===== src/rtl/upsample_ctrl.sv =====
// upsample_ctrl: 2x nearest-neighbour upsampler in front of a feature buffer.
// Each input pixel is fetched once per output row and emitted twice; each
// input row is fetched and emitted twice (once per vertical repeat).
// Optional feature: define UPSAMPLE_ZP_EN to requantise every byte
// (in - zero_point_in + zero_point_out, saturated to int8) at capture.
module upsample_ctrl (
    input  logic        sclk,
    input  logic        s_rst,
    input  logic        upsample_start,
    input  logic [1:0]  site_type,
    input  logic [1:0]  batch_type,
    input  logic [7:0]  zero_point_in,
    input  logic [7:0]  zero_point_out,
    output logic        rd_en,
    output logic [13:0] rd_addr,
    input  logic [63:0] rd_data,
    output logic [63:0] up_data,
    output logic        up_valid,
    input  logic        up_ready,
    output logic        upsample_finish,
    output logic        busy
);

    localparam int unsigned CNT_W   = 6;
    localparam int unsigned ADDR_W  = 14;
    localparam int unsigned PIX_W   = 64;
    localparam int unsigned LANES   = 8;

    typedef enum logic [2:0] {
        S_IDLE, S_FETCH, S_WAIT, S_EMIT0, S_EMIT1, S_DONE
    } state_t;

    state_t              r_state;
    state_t              w_next;
    logic                r_start_low;
    logic [1:0]          r_site;
    logic [1:0]          r_batch;
    logic [CNT_W-1:0]    r_c;
    logic [CNT_W-1:0]    r_r;
    logic                r_v;
    logic [1:0]          r_b;
    logic [PIX_W-1:0]    r_hold;
    logic [PIX_W-1:0]    w_proc;
    logic                w_accept;
    logic                w_adv;
    logic [CNT_W-1:0]    w_dim_max;
    logic                w_last_col;
    logic                w_last_row;
    logic                w_last_pix;
    logic [3:0]          w_bshift;
    logic [3:0]          w_rshift;

    // r_start_low is cleared by reset, so a level held high through reset
    // looks like "previously high" and cannot retrigger a run.
    assign w_accept   = upsample_start & r_start_low & (r_state == S_IDLE);
    assign w_adv      = (r_state == S_EMIT1) & up_ready;
    assign w_dim_max  = CNT_W'((7'd8 << r_site) - 7'd1);
    assign w_last_col = (r_c == w_dim_max);
    assign w_last_row = (r_r == w_dim_max);
    assign w_last_pix = w_last_col & r_v & w_last_row & (r_b == r_batch);
    assign w_bshift   = 4'd6 + {1'b0, r_site, 1'b0};
    assign w_rshift   = 4'd3 + {2'b00, r_site};
    assign rd_addr    = (ADDR_W'(r_b) << w_bshift) | (ADDR_W'(r_r) << w_rshift) | ADDR_W'(r_c);
    assign up_data    = r_hold;

    // State register
    always_ff @(posedge sclk) begin
        if (s_rst) r_state <= S_IDLE;
        else       r_state <= w_next;
    end

    // Next-state logic
    always_comb begin
        w_next = r_state;
        case (r_state)
            S_IDLE:  if (w_accept) w_next = S_FETCH;
            S_FETCH: w_next = S_WAIT;
            S_WAIT:  w_next = S_EMIT0;
            S_EMIT0: if (up_ready) w_next = S_EMIT1;
            S_EMIT1: if (up_ready) w_next = w_last_pix ? S_DONE : S_FETCH;
            S_DONE:  w_next = S_IDLE;
            default: w_next = S_IDLE;
        endcase
    end

    // Output decode
    always_comb begin
        rd_en           = 1'b0;
        up_valid        = 1'b0;
        upsample_finish = 1'b0;
        busy            = 1'b0;
        case (r_state)
            S_FETCH: begin rd_en = 1'b1; busy = 1'b1; end
            S_WAIT:  busy = 1'b1;
            S_EMIT0, S_EMIT1: begin up_valid = 1'b1; busy = 1'b1; end
            S_DONE:  begin upsample_finish = 1'b1; busy = 1'b1; end
            default: ;
        endcase
    end

    // Start edge detector
    always_ff @(posedge sclk) begin
        if (s_rst) r_start_low <= 1'b0;
        else       r_start_low <= ~upsample_start;
    end

    // Config latch and scan counters (column inner, repeat, row, batch outer)
    always_ff @(posedge sclk) begin
        if (s_rst) begin
            r_site  <= '0;
            r_batch <= '0;
            r_c     <= '0;
            r_r     <= '0;
            r_v     <= 1'b0;
            r_b     <= '0;
        end else if (w_accept) begin
            r_site  <= site_type;
            r_batch <= batch_type;
            r_c     <= '0;
            r_r     <= '0;
            r_v     <= 1'b0;
            r_b     <= '0;
        end else if (w_adv && !w_last_pix) begin
            if (!w_last_col) begin
                r_c <= r_c + CNT_W'(1);
            end else begin
                r_c <= '0;
                r_v <= ~r_v;
                if (r_v) begin
                    if (!w_last_row) begin
                        r_r <= r_r + CNT_W'(1);
                    end else begin
                        r_r <= '0;
                        r_b <= r_b + 2'd1;
                    end
                end
            end
        end
    end

`ifdef UPSAMPLE_ZP_EN
    logic [7:0]         r_zpi;
    logic [7:0]         r_zpo;
    logic signed [9:0]  w_sum;

    // Zero points latched alongside the geometry
    always_ff @(posedge sclk) begin
        if (s_rst) begin
            r_zpi <= '0;
            r_zpo <= '0;
        end else if (w_accept) begin
            r_zpi <= zero_point_in;
            r_zpo <= zero_point_out;
        end
    end

    // Per-lane requantise with int8 saturation
    always_comb begin
        w_proc = '0;
        w_sum  = '0;
        for (int i = 0; i < LANES; i++) begin
            w_sum = $signed({{2{rd_data[8*i+7]}}, rd_data[8*i +: 8]})
                  - $signed({{2{r_zpi[7]}}, r_zpi})
                  + $signed({{2{r_zpo[7]}}, r_zpo});
            if (w_sum > 10'sd127)       w_proc[8*i +: 8] = 8'h7F;
            else if (w_sum < -10'sd128) w_proc[8*i +: 8] = 8'h80;
            else                        w_proc[8*i +: 8] = w_sum[7:0];
        end
    end
`else
    logic w_unused_zp;

    // Pass-through; zero point ports are intentionally ignored
    always_comb begin
        w_proc      = rd_data;
        w_unused_zp = ^{zero_point_in, zero_point_out, LANES[0]};
    end
`endif

    // Hold register loaded the cycle read data returns
    always_ff @(posedge sclk) begin
        if (s_rst)                  r_hold <= '0;
        else if (r_state == S_WAIT) r_hold <= w_proc;
    end

endmodule


===== config.mk =====
export PLATFORM = sky130hd
export DESIGN_NAME = upsample_ctrl
export DESIGN_NICKNAME = d
export VERILOG_FILES = /design/src/rtl/upsample_ctrl.sv
export SDC_FILE = /design/constraint.sdc
export NUM_CORES = 1
export LEC_CHECK = 0
export CAP_MARGIN = 20
export CORE_MARGIN = 2
export CORE_UTILIZATION = 32
export DETAILED_ROUTE_END_ITERATION = 12
export GPL_ROUTABILITY_DRIVEN = 1
export HOLD_SLACK_MARGIN = 0.06
export PLACE_DENSITY = 0.66
export SLEW_MARGIN = 5
export SYNTH_ARGS = -nofsm -noshare
export SYNTH_HDL_FRONTEND = slang
export SYNTH_SLANG_ARGS = --single-unit
export TNS_END_PERCENT = 30

===== constraint.sdc =====
create_clock -name sclk -period 3 [get_ports sclk]
set_input_delay 0.6 -clock sclk [delete_from_list [all_inputs] [get_ports sclk]]
set_output_delay 0.6 -clock sclk [all_outputs]
set_load 0.005 [all_outputs]

==> flow_metrics.py, run 1 <==
metrics = {
    "placed_design": {
        "place_inst": 774,
        "port_buffers": 153,
        "place_ws_ns": 0.176,
        "post-dp-hpwl_mm": 8.00,
        "place.gp.congestion": 0.804,
    },
    "worst_setup_path": {
        "path_delay_family": "buffers and inverters",
        "r2r_start": "r_site[0]",
        "startpoint_type": "flip-flop",
        "crit_type": "reg -> out",
        "worstSetupEndpointType": "output pin",
        "cp.arrival_ns": 2.30,
        "crit_path_max_incr_delay_ns": 0.44,
        "worstPathMaxFanout": 6,
        "rr_endpoint": "r_r[4]",
        "required_ns": 2.40,
        "ff2ff_setup_slack_ns": 0.45,
        "crit_chain": "clkinv_2 -> ha_4 -> buf_6 -> mux2_2 -> nor2_1 -> a21oi_2 -> o21ai_1 -> nand2b_1 -> clkdlybuf4s50_1",
        "cp_slowest_cell": "clkdlybuf4s50_1",
        "r2r_cells": 7,
        "critPathBufInv": 3,
    },
    "global_route": {
        "antenna_found_initial": 0,
        "grt_max_degree": 65,
        "grt_pass1_wl_mm": 18.4,
        "grt_use_total_pct": 17.7,
        "grt_pass1_vias": 3844,
        "grt-ovfl-total": 0,
    },
    "cts": {
        "cts.sinks": 87,
        "numCtsBuffers": 9,
        "cts_tree": "yes",
        "cts_buffer_depth": 2,
        "cts.clk_slew.worst_paths_ns": 0.06,
        "root_buffer": "clkbuf_16",
        "htree_num_levels": 3,
        "clock_latency_ns": 0.33,
        "cts_hold_buffers": 0,
    },
    "synth": {
        "synth.avg_cell_area_um2": 7.72,
        "synth_seq_cells": 87,
        "ys_seq_area_share_pct": 45.0,
        "yosysWarnings": 0,
        "synth_nets": 595,
        "synthCells": 502,
        "synth_area_um2": 3870,
        "synthDistinctLibCells": 51,
    },
    "route": {
        "routedWlPerCell_um": 14.3,
        "first_pass_iters": 4,
        "vias_per_cell": 4.92,
        "drtIter0Drc": 182,
        "drc": 0,
        "final_antenna_net_count": 0,
        "vias": 3905,
        "drt-total-wl_mm": 11.4,
    },
    "timing": {
        "slew_violations": 0,
        "hold_violations": 0,
        "fmax_mhz": 345,
        "worst_pin_slew_ns": 0.666,
        "period_minus_slack_ns": 2.90,
        "fin_crit_sh_pct": 96.5,
        "setup_viol": 0,
        "finalClockSkew_ns": 0.00665,
        "relSlewSlack_pct": 55.6,
        "rsz0062_at_grt": "true",
        "fin_ws_ns": 0.105,
    },
    "die": {
        "fp-row-count": 40,
        "die_x_um": 114,
        "core_um2": 11900,
        "design.portCount": 170,
        "initial_utilization_pct": 32.5,
        "dieArea_um2": 13000,
        "die_y_um": 114,
    },
    "finish": {
        "final_nets": 735,
        "instances_no_fill": 794,
        "diodes": 0,
        "drive_above_1_share_pct": 8.81,
        "area_growth_syn_to_layout_pct": 52.6,
        "fin_util_pct": 49.6,
    },
    "hold_path": {
        "min_from": "up_data[60]",
        "min_path_cells": 2,
        "hp-class": "reg -> reg",
        "worstHoldEndpoint": "up_data[60]",
    },
    "power_and_ir_drop": {
        "ir_drop_uv": 251,
        "p_leak_uw": 0.00214,
        "power.density_nw_per_um2": 468,
    },
    "run_status": {
        "outcome": "completed",
    },
    "flow_run": {
        "maxCapViolCount": 0,
    },
}
[flip-flops by register name, indices dropped and copies added, names as in the netlist]
register     flops
up_data         64
r_c              6
r_r              6
r_state          3
r_b              2
r_batch          2
r_site           2
r_start_low      1
r_v              1
[Yosys cell counts (all sizes together)]
cell,count,share of area (%)
o2111ai,2,0.45
or3,6,1.0
xnor2,5,1.1
xor2,1,0.23
xnor3,1,0.58
nand2,150,15
and3,6,1.0
nor3,4,0.52
and3b,1,0.23
nand3b,2,0.39
clkbuf,34,3.3
or4,3,0.58
nor2,17,1.6
a31o,2,0.45
a21boi,2,0.39
a211oi,3,0.58
o21a,1,0.19
a21o,1,0.19
dfxtp,87,45
nor3b,2,0.39
o211ai,1,0.55
nor2b,1,0.16
a31oi,1,0.16
o31ai,3,0.58
nand4b,1,0.23
buf,3,0.32
nand4,3,0.48
nor4,4,1.0
nand2b,5,0.81
ha,5,1.6
inv,6,0.58
or3b,1,0.23
or4b,1,0.26
o21ai,17,2.2
nand3,8,1.0
a221o,2,0.55
mux2,4,1.2
clkinv,1,0.097
o311a,1,0.26
o22ai,1,0.16
and4,1,0.23
or2,1,0.16
mux2i,9,2.3
and2,4,0.68
a21oi,88,11
[what timing repair did]
action	in CTS	in global routing
buffers inserted	4	0
setup endpoints to repair	6	7
pin swaps	0	1
gates resized for setup	7	13
[report_power, final]
| group | internal [uW] | switching [uW] | leakage, uW |
|---|---|---|---|
| logic | 214 | 158 | 0.00128 |
| clock network | 697 | 471 | 0.000149 |
| registers | 1200 | 26.4 | 0.000706 |
[through the flow]
| step | instance area, um2 | total power, uW | TNS, ns | hold slack (ns) |
|---|---|---|---|---|
| 2_1_floorplan | 3870 | 1390 | 0 | 0.453 |
| 3_3_place_gp | 5520 | 1610 | 0 | 0.441 |
| 3_5_place_dp | 5520 | 1610 | 0 | 0.446 |
| 4_1_cts | 5880 | 2800 | 0 | 0.455 |
| 5_1_grt | 5910 | 2890 | -0.00288 | 0.476 |
| 6_report | 5910 | 2760 | 0 | 0.452 |
[worst max-delay path by stage]
| stage | from | end | slack (ns) | depth (start not counted) |
|---|---|---|---|---|
| after floorplan | r_site[0] | rd_addr[5] | 0.30 | 7 |
| after global placement | r_site[0] | rd_addr[5] | 0.20 | 9 |
| after detailed placement | r_site[0] | rd_addr[5] | 0.18 | 9 |
| after CTS | r_site[1] | rd_addr[5] | 0.002 | 9 |
| after global routing | r_site[0] | rd_addr[3] | -0.003 | 9 |
| final | r_site[0] | rd_addr[3] | 0.10 | 9 |
[layer usage]
layer / global-route usage [%] / share of wire (%) / wire length (um)
met5: 0 / 0 / 0
met4: 6.67 / 2.0 / 225
met2: 27.8 / 45 / 5080
met1: 21.4 / 44 / 4980
met3: 7.60 / 9.6 / 1090
[worst min-delay path: stages, from the launching register on]
cell     delay, ns
dfxtp_1       0.31
nand2_1       0.05
a21oi_1       0.05
[kinds of logic after synthesis]
logic type / Yosys count / share of synthesized area, %
AOI/OAI and AO/OA: 125 / 18.1
xor gates and xnor gates: 7 / 1.94
adders and majority gates: 5 / 1.61
buffers and inverters: 44 / 4.30
DFF: 87 / 45.0
muxes: 13 / 3.49
and+or+nand+nor: 221 / 25.6
[layout by cell type, fill, tap and decap left out, drive strengths merged, types with 4 or more instances in the layout]
cell type        n
and2             4
nor2            17
nor4             4
clkdlybuf4s50  148
nand2b           5
xnor2            5
dlymetal6s2s     4
and3             6
nand3            8
mux2             4
a21oi           88
o21ai           17
buf             14
inv              8
nor3             4
clkbuf          11
dfxtp           87
mux2i            9
nand2          150
or3              6
ha               5
[cell type report]
type                       instances  area [um2]
clock buffer                      11         253
inverter                           7        27.5
sequential                        87        1740
timing repair buffer             166        1640
fill                            1144        6000
tap                              147         184
multi-input combinational        371        2000
clock inverter                     5        62.6
(Power assumes the default switching activity.)
==> inputs of run 2 (changes only) <==
--- a/config.mk
+++ b/config.mk
@@ -7,11 +7,11 @@
 export LEC_CHECK = 0
 export CAP_MARGIN = 20
 export CORE_MARGIN = 2
-export CORE_UTILIZATION = 32
+export CORE_UTILIZATION = 42
 export DETAILED_ROUTE_END_ITERATION = 12
 export GPL_ROUTABILITY_DRIVEN = 1
 export HOLD_SLACK_MARGIN = 0.06
-export PLACE_DENSITY = 0.66
+export PLACE_DENSITY = 0.82
 export SLEW_MARGIN = 5
 export SYNTH_ARGS = -nofsm -noshare
 export SYNTH_HDL_FRONTEND = slang
==> run 2 against run 1 <==
  * Maximum frequency is 0.66% higher
  * Utilization up 13 points
  * Total power decreased by 13%
  * Cell count fell by 4.9%
  * Via count grew 4.0%
  * Clock skew fell by 0.0010 ns
  * Sequential power about the same
  * Largest cell class unchanged
==> flow_metrics.py, run 2 (same netlist as run 1, synthesis figures left out) <==
metrics = {
    "die": {
        "core_um2": 9110,
        "fp-row-count": 35,
        "initial_utilization_pct": 42.5,
        "die_y_um": 100,
        "die_x_um": 100,
        "design.portCount": 170,
        "dieArea_um2": 10000,
    },
    "finish": {
        "stdcell_area_um2": 5720,
        "nFillCells": 768,
        "largest_reg_flops": 64,
        "diodes": 0,
        "final_nets": 732,
        "layout_common_cells": "nand2_1 (150), clkdlybuf4s50_1 (148), a21oi_1 (86)",
        "final_common_cell": "nand2_1",
        "area_growth_syn_to_layout_pct": 47.6,
        "drive_above_1_share_pct": 8.23,
    },
    "cts": {
        "cts.clk_slew.worst_paths_ns": 0.09,
        "htree_num_levels": 3,
        "cts_hold_buffers": 0,
        "root_buffer": "clkbuf_8",
        "clock_latency_ns": 0.35,
        "numCtsBuffers": 9,
        "cts_tree": "yes",
        "cts_buffer_depth": 2,
        "cts.sinks": 87,
    },
    "route": {
        "top_layer": "met4",
        "final_antenna_net_count": 0,
        "drc": 0,
        "routedWlPerCell_um": 14.7,
        "dr_wl_met2_mm": 5.23,
        "drtIter0Drc": 153,
        "vias_per_cell": 5.38,
        "wl_met3_mm": 1.11,
        "vias": 4061,
        "drt-total-wl_mm": 11.1,
        "wl_met1_mm": 4.31,
        "first_pass_iters": 4,
    },
    "timing": {
        "slew_violations": 0,
        "finalClockSkew_ns": 0.00561,
        "setup_viol": 0,
        "fin_crit_sh_pct": 95.9,
        "period_minus_slack_ns": 2.88,
        "relSlewSlack_pct": 48.1,
        "hold_violations": 0,
        "worst_pin_slew_ns": 0.778,
        "rsz0062_at_grt": "true",
        "fin_tns_setup_ns": 0,
        "fmax_mhz": 348,
    },
    "worst_setup_path": {
        "ff2ff_setup_slack_ns": 0.40,
        "worstSetupEndpointType": "output pin",
        "startpoint_type": "flip-flop",
        "crit_end": "rd_addr[8]",
        "worstPathMaxFanout": 6,
        "startpoint": "r_site[0]",
        "r2r_cells": 7,
        "rr_endpoint": "r_r[4]",
        "required_ns": 2.40,
        "r2r_start": "r_site[0]",
        "crit_type": "reg -> out",
        "cp.arrival_ns": 2.28,
    },
    "run_status": {
        "outcome": "completed",
    },
    "global_route": {
        "grt_pass1_vias": 3973,
        "grt_use_total_pct": 22.3,
        "grt_pass1_wl_mm": 18.2,
        "grt_max_degree": 73,
        "antenna_found_initial": 0,
        "grt-ovfl-total": 0,
    },
    "placed_design": {
        "place_area_um2": 5460,
        "port_buffers": 153,
        "post-dp-hpwl_mm": 7.98,
        "place.gp.congestion": 0.899,
    },
    "hold_path": {
        "min_path_cells": 2,
        "min_from": "up_data[22]",
        "hp-class": "reg -> reg",
    },
    "power_and_ir_drop": {
        "p_leak_uw": 0.00204,
        "power.density_nw_per_um2": 420,
        "ir_drop_uv": 367,
        "power_uw": 2400,
    },
    "flow_run": {
        "maxCapViolCount": 0,
    },
}
==> run 2: cell types whose count changed in the layout (fill, tap and decap cells not counted), sizes merged <==
cell	previous run	this run
dlymetal6s2s	4	2
clkbuf	11	9
clkinv	1	3
inv	8	7
buf	14	11
dlygate4sd2	0	2
clkinvlp	2	3
==> run 2: final cells by class <==
cell class / instances / area, um2 / share of cell area [%]
Clock buffer: 9 / 124 / 2.17
Clock inverter: 7 / 71.3 / 1.25
Inverter: 7 / 27.5 / 0.481
Multi-Input combinational cell: 371 / 2000 / 35.1
Sequential cell: 87 / 1740 / 30.5
Tap cell: 111 / 139 / 2.43
Timing Repair Buffer: 163 / 1610 / 28.1
==> run 2: worst max-delay path, cell delays in order, from the launching register on <==
cell	delay, ns
dfxtp_2	0.34
clkinv_2	0.07
ha_4	0.27
buf_6	0.12
mux2i_1	0.29
a21oi_1	0.13
a31oi_1	0.15
o22ai_1	0.10
clkdlybuf4s50_1	0.44
==> run 2: report_power, final <==
part | switching, uW | total, uW | internal [uW]
Combinational | 158 | 368 | 210
Sequential | 25.8 | 1220 | 1200
Clock | 426 | 811 | 384
Total | 610 | 2400 | 1790
==> run 2: per-stage QoR <==
step | setup WS [ns] | hold WS (ns) | instances | utilization [%]
6_report | 0.124 | 0.458 | 755 | 62.8
5_1_grt | -0.0120 | 0.477 | 755 | 62.8
4_1_cts | 0.0140 | 0.461 | 755 | 62.5
3_5_place_dp | 0.161 | 0.447 | 737 | 60.0
3_3_place_gp | 0.203 | 0.441 | 737 | 60.0
2_1_floorplan | 0.301 | 0.453 | 502 | -
==> run 2: repair_timing <==
item	4_1_cts	5_1_grt
endpoints found under the setup margin	7	7
setup buffers	2	0
resized for setup	11	9
pin swaps	0	1
==> run 2: routing by layer <==
layer / track usage [%] / vias up
li1: - / 1976
met1: 24.8 / 1890
met2: 36.6 / 161
met3: 10.7 / 34
met4: 9.59 / 0
met5: 0 / -
==> run 2: worst min path at each step <==
stage / slack, ns / endpoint
2_1_floorplan: 0.45 / up_data[0]
3_3_place_gp: 0.44 / up_data[38]
3_5_place_dp: 0.45 / up_data[22]
4_1_cts: 0.46 / up_data[41]
5_1_grt: 0.48 / up_data[56]
6_report: 0.46 / up_data[22]
